$ cat src/rtl/ram_output_ctrl.sv
// ram_output_ctrl: port arbiter and argmax sequencer for the output-layer RAM.
// Clients: compute-engine writes, host reads, and an internal scan that finds
// the largest of entries 0..NUM_OUT-1. RAM read data arrives one cycle after
// the address, so every compare works on the address issued the cycle before.
module ram_output_ctrl #(
  parameter int NUM_OUT = 10,
  parameter int ADDR_W  = 4,
  parameter int DATA_W  = 8
) (
  input  logic              clk,
  input  logic              rst,
  input  logic              wr_req,
  input  logic [ADDR_W-1:0] wr_addr,
  input  logic [DATA_W-1:0] wr_data,
  output logic              wr_gnt,
  input  logic              rd_req,
  input  logic [ADDR_W-1:0] rd_addr,
  output logic              rd_gnt,
  output logic              rd_valid,
  output logic [DATA_W-1:0] rd_data,
  input  logic              scan_start,
  output logic              busy,
  output logic              done,
  output logic [ADDR_W-1:0] max_idx,
  output logic [DATA_W-1:0] max_val,
  output logic [DATA_W-1:0] ram_data,
  output logic [ADDR_W-1:0] ram_addr,
  output logic              ram_we,
  input  logic [DATA_W-1:0] ram_q
);

  localparam logic [1:0] IDLE = 2'd0;
  localparam logic [1:0] SCAN = 2'd1;
  localparam logic [1:0] LAST = 2'd2;
  localparam logic [1:0] DONE = 2'd3;

  localparam logic [ADDR_W-1:0] END_ADDR = ADDR_W'(NUM_OUT - 1);

  logic [1:0]        state;
  logic [ADDR_W-1:0] cnt;
  // cmp_valid/cmp_idx describe what ram_q holds this cycle (address issued last cycle)
  logic              cmp_valid;
  logic [ADDR_W-1:0] cmp_idx;
  logic [ADDR_W-1:0] run_idx;
  logic [DATA_W-1:0] run_val;
  logic              take;
  logic [ADDR_W-1:0] nxt_idx;
  logic [DATA_W-1:0] nxt_val;

  assign busy    = (state == SCAN) || (state == LAST);
  assign done    = (state == DONE);
  assign rd_data = ram_q;

  // RAM port arbitration: scan owns the port while busy, then write, then read
  always_comb begin
    wr_gnt   = 1'b0;
    rd_gnt   = 1'b0;
    ram_we   = 1'b0;
    ram_addr = '0;
    ram_data = '0;
    if (state == SCAN) begin
      ram_addr = cnt;
    end else if (state == LAST) begin
      ram_addr = '0;
    end else if (wr_req) begin
      wr_gnt   = 1'b1;
      ram_we   = 1'b1;
      ram_addr = wr_addr;
      ram_data = wr_data;
    end else if (rd_req) begin
      rd_gnt   = 1'b1;
      ram_addr = rd_addr;
    end
  end

  // Running-max update: entry 0 always seeds, later entries need strictly greater
  always_comb begin
    take    = cmp_valid && ((cmp_idx == '0) || (ram_q > run_val));
    nxt_idx = take ? cmp_idx : run_idx;
    nxt_val = take ? ram_q   : run_val;
  end

  // Scan sequencer, compare pipeline and result registers
  always_ff @(posedge clk or posedge rst) begin
    if (rst) begin
      state     <= IDLE;
      cnt       <= '0;
      cmp_valid <= 1'b0;
      cmp_idx   <= '0;
      run_idx   <= '0;
      run_val   <= '0;
      max_idx   <= '0;
      max_val   <= '0;
      rd_valid  <= 1'b0;
    end else begin
      rd_valid  <= rd_gnt;
      cmp_valid <= (state == SCAN);
      cmp_idx   <= cnt;
      run_idx   <= nxt_idx;
      run_val   <= nxt_val;
      case (state)
        IDLE: begin
          if (scan_start) begin
            state <= SCAN;
            cnt   <= '0;
          end
        end
        SCAN: begin
          if (cnt == END_ADDR) begin
            state <= LAST;
          end else begin
            cnt <= cnt + 1'b1;
          end
        end
        LAST: begin
          // The final entry is compared this cycle, so publish the bypassed value
          state   <= DONE;
          max_idx <= nxt_idx;
          max_val <= nxt_val;
        end
        DONE: begin
          state <= IDLE;
        end
        default: begin
          state <= IDLE;
        end
      endcase
    end
  end

endmodule

$ cat config.mk
export PLATFORM = sky130hd
export DESIGN_NAME = ram_output_ctrl
export DESIGN_NICKNAME = d
export VERILOG_FILES = /design/src/rtl/ram_output_ctrl.sv
export SDC_FILE = /design/constraint.sdc
export NUM_CORES = 1
export LEC_CHECK = 0
export BUFFER_PORTS_ARGS = -buffer_cell sky130_fd_sc_hd__buf_2
export CAP_MARGIN = 25
export CORE_MARGIN = 4
export CORE_UTILIZATION = 35
export CTS_CLUSTER_SIZE = 10
export DETAILED_ROUTE_END_ITERATION = 7
export PLACE_DENSITY = 0.59
export SYNTH_ARGS = -nofsm -noshare
export SYNTH_HDL_FRONTEND = slang
export SYNTH_SLANG_ARGS = --single-unit
$ cat constraint.sdc
create_clock -name clk -period 2.56 [get_ports clk]
set_input_delay 0.64 -clock clk [delete_from_list [all_inputs] [get_ports clk]]
set_output_delay 0.64 -clock clk [all_outputs]
set_load 0.03 [all_outputs]
# Yosys cells after proc, flatten, opt, wreduce, memory -nomap -nowiden
# Cells that the tools add are included.
# word_totals
out_inout_bits	38
reg_bits	36
# classes
order_cmp	1
addsub	1
muxes	22
eq_ne	7
reduce_logical	8
# op_table
cell	count
8-bit two-way mux	4
4-bit two-way mux	7
8-bit greater-than comparator	1
2-bit case mux with 4 select lines	1
4-bit case mux with 2 select lines	1
1-bit two-way mux	7
4-bit by 1-bit adder with 4-bit output, second input constant	1
2-bit equality test, second input constant	2
4-bit equality test, second input constant	1
4-bit zero test	1
2-bit two-way mux	2
2-bit != test, second input constant	2
3-bit AND reduction	1
2-bit by 1-bit equality test with 1-bit output, second input constant	1
2-bit zero test	1
1-bit logical OR	2
2-bit by 1-bit != test with 1-bit output, second input constant	1
2-bit AND reduction	1
2-bit nonzero test	1
1-bit logical AND	1

# Longest topological paths before layout
# logic_depth
ltp_word	4
mapped_depth	8
ltp_nobuf	7

# Worst setup path after synthesis
# No wires, ideal clock.
# synth_timing
path_type	reg2out
startpoint	register state[1]
endpoint	output ram_addr[0]
required_ns	1.920
n_path_buf	1
path_stages_with_launch	7
slack_ns	-0.125
t_arrival_ns	2.045
path_cell_list	dfrtp_1 -> inv_1 -> ha_1 -> buf_2 -> nor4b_2 -> a222oi_1 -> inv_1
# synth_via
elab_chain_len	3
word_cells_on_any_way	4
# synth_rtl
item	line_no	text
start, declared	39	logic [1:0] state;
start signal, assigned	86	state <= IDLE;
start signal, assigned	104	state <= SCAN;
start signal, assigned	110	state <= LAST;
2-bit equality test	63	end else if (state == LAST) begin
4-bit two-way mux	63	
4-bit two-way mux *	61	if (state == SCAN) begin
end, declared	27	output logic [ADDR_W-1:0] ram_addr,
# Mark *: on every way between the ends. The rest lies on a longest branch, timed or not.

# Final worst setup path
# layout_timing
startpoint	register state[0]
endpoint	output ram_addr[0]
# The elaborated chain is that of the path after synthesis.

==> impl_metrics.csv <==
group,metric,value,unit
placement,io_buffers,66,
global_routing,grt_overflow,0,
routing,wirelength,5219,um
floorplan,initial_core_util,36.73,%
clocking,htreeDepth,2,
sta,finalHoldViolations,0,
clocking,insertion_delay,0.29,ns
pwr,clockPowerShare,12.1,%
floorplan,coreArea,6026,um^2
setup_path,crit_path_start_kind,"register",
synth,ys_seq_area_share,40.70,%
synth,synth_edf_count,0,
setup_path,crit_path_start,"state[0]",
routing,first_pass_iters,4,
placement,place_congestion,0.7475,
global_routing,grt_pass1_vias,1733,
flow_run,drv_cap,0,
setup_path,crit_required,1.92,ns
global_routing,grt_first_pass_wirelength,8404,um
sta,finalSetupViolations,0,
sta,min_period,2.426,ns
sta,relSlewSlack,68.90,%
synth,avgSynthCellArea,10.34,um^2
setup_path,crit_arrival,1.79,ns
synth,syn_nets,258,
status,status,"finished clean",
clocking,clk_transition_reported_paths,0.07,ns
global_routing,grt_usage,14.10,%
pwr,power.leakage,0.001402,uW
placement,hpwl,3652,um
setup_path,reg2reg_from,"run_val[7]",
sta,setup_tns,0,ns
setup_path,cp_max_fo,14,
global_routing,grt_max_degree,50,
synth,synth_flop_cell,"dfrtp_1",
cells_and_area,finalNonFillerCells,352,
routing,post_drt_wl_per_cell,14.83,um
pwr,p_per_area,1290,nW/um^2
setup_path,setup.worst_path.class,"reg -> out",
synth,syn_area,2213,um^2
synth,synth_cells,214,
pwr,p_int,1866,uW
min_path,hold_class,"in -> async",
synth,async_reset_ff_share,100.0,%
routing,initialDrtViolationCount,76,
synth,ys_ff_latch,36,
routing,ant_nets,0,
sta,fmax,0.4122,GHz
clocking,clkSinkCount,36,
pwr,swShare,47.22,%
routing,vias,1854,
sta,worst_pin_slew,0.4665,ns
sta,drv_slew,0,
clocking,cts_tree,"yes",
synth,yosysUniqueCellTypes,35,
synth,yosys_warnings,0,
routing,via_per_inst,5.267,
cells_and_area,layout.nets,320,
floorplan,ios,67,
pwr,p_switching,1670,uW
pwr,comb_power_share,59.1,%
clocking,cts_root_buf,"clkbuf_8",
cells_and_area,area_delta_synth_final,23.86,%
floorplan,rows,28,
floorplan,die_area,7661,um^2
sta,rsz0062_at_grt,"no",
setup_path,end_kind,"primary output",
routing,drc,0,
floorplan,die_h,87.53,um
floorplan,die_w,87.53,um
pwr,pwr-share-seq,28.8,%
clocking,clk_path_buf_depth,2,
cells_and_area,antenna_cells,0,
pwr,ir_drop,728.2,uV
global_routing,antenna_found_initial,0,
sta,layout_worst_path_cycle_share,94.76,%
cells_and_area,layout-drive-gt1-share,38.99,%
sta,finClkSkew,0.007244,ns
clocking,numCtsBuffers,5,
placement,place_inst,343,
[stage by stage]
stage	hold WS (ns)	worst slack, ns	total power [uW]	instance area, um^2	util (%)
global placement	0.4600	0.2273	3051	2613	43.36
CTS	0.4600	0.007703	3522	2705	44.89
global route	0.4855	0.001178	3808	2741	45.49
floorplan	0.4148	0.1521	2527	2223	-
finish	0.4391	0.1342	3536	2741	45.49
detailed placement	0.4759	0.1963	3079	2613	43.36
[state kept, by name, summed over array words and instances (netlist names)]
name,cells
cmp_valid,1
rd_valid,1
cnt,4
run_val,8
state,2
max_idx,4
run_idx,4
cmp_idx,4
max_val,8
[cells in the final DEF, fill, tap and decap left out, types with 3 or more instances in the layout]
| cell type | Yosys | layout |
|---|---|---|
| clkbuf_8 | 0 | 6 |
| and2_1 | 8 | 8 |
| nand3_1 | 13 | 13 |
| nand2_1 | 3 | 3 |
| a21oi_1 | 4 | 4 |
| nand4_1 | 15 | 15 |
| buf_2 | 1 | 66 |
| inv_1 | 17 | 15 |
| mux2_4 | 10 | 10 |
| o2111ai_1 | 12 | 12 |
| buf_4 | 9 | 11 |
| o21ai_0 | 5 | 5 |
| dfrtp_1 | 36 | 35 |
| ha_1 | 15 | 13 |
| nor2b_1 | 14 | 14 |
| a222oi_1 | 4 | 4 |
| nor2_1 | 3 | 3 |
| a31oi_1 | 12 | 12 |
[routing by layer]
layer	share of wire (%)	global-route usage, %	wire (um)	vias up
li1	-	-	-	911
met1	47	18.54	2456	875
met2	45	22.74	2358	61
met3	6.3	3.217	330	7
met4	1.4	5.021	74	0
met5	0	0	0	-
[worst paths after layout]
check | endpoint | slack (ns) | depth (start not counted)
hold reg to reg | cmp_idx[1] | 0.48 | 0
max in group asynchronous | state[0] | 1.77 | 3
hold / removal | rd_valid | 0.44 | 3
setup / recovery | ram_addr[0] | 0.13 | 7
setup reg to reg | run_idx[3] | 0.53 | 7
min in group clk | cmp_idx[1] | 0.48 | 0
[power groups by stage]
| stage | combinational (uW) | clock [uW] | sequential [uW] |
|---|---|---|---|
| 3_5_place_dp | 2070 | 0 | 1010 |
| 3_3_place_gp | 2040 | 0 | 1010 |
| 2_1_floorplan | 1390 | 0 | 1130 |
| 5_1_grt | 2290 | 464 | 1050 |
| 6_report | 2090 | 428 | 1020 |
| 4_1_cts | 2080 | 440 | 1010 |
[layout make-up]
class	count	area, um^2
clock inverter	2	10.01
sequential	36	902.1
tap	75	93.84
inverter	17	66.31
clock buffer	6	82.58
multi-input combinational	138	1154
fill	593	3284
timing repair buffer	78	432.9
[what timing repair did]
item	4_1_cts	5_1_grt
setup endpoints to repair	0	4
setup buffers	0	1
resized for setup	0	8
hold buffers	0	0
[cells in the mapped netlist (all sizes together) (2+ instances only)]
| library cell | number | area, um^2 |
|---|---|---|
| a21oi | 4 | 20.02 |
| a222oi | 4 | 40.04 |
| a31oi | 12 | 75.07 |
| and2 | 8 | 50.05 |
| buf | 11 | 83.82 |
| clkbuf | 12 | 45.04 |
| dfrtp | 36 | 900.9 |
| ha | 15 | 187.7 |
| inv | 17 | 63.81 |
| mux2 | 12 | 172.7 |
| nand2 | 3 | 11.26 |
| nand3 | 13 | 65.06 |
| nand3b | 2 | 15.01 |
| nand4 | 15 | 93.84 |
| nor2 | 3 | 11.26 |
| nor2b | 14 | 87.58 |
| o2111ai | 12 | 105.1 |
| o21ai | 7 | 42.54 |
| xor2 | 2 | 17.52 |
[logic make-up after synthesis]
family / count (synthesis) / synth area share (%)
and+or+nand+nor: 64 / 18.37
AOI/OAI and AO/OA: 45 / 15.15
buffers and inverters: 40 / 8.705
DFF: 36 / 40.70
adders and majority gates: 15 / 8.479
muxes: 12 / 7.801
xor gates and xnor gates: 2 / 0.7916
[worst max-delay path: stages, from the launching register on]
cell and delay [ns]:
dfrtp_2 0.45, inv_4 0.10, ha_4 0.16, nor3b_1 0.05, buf_4 0.16, a222oi_1 0.31, inv_1 0.07, buf_2 0.18
Note: power is estimated with default switching activity, not from simulation.
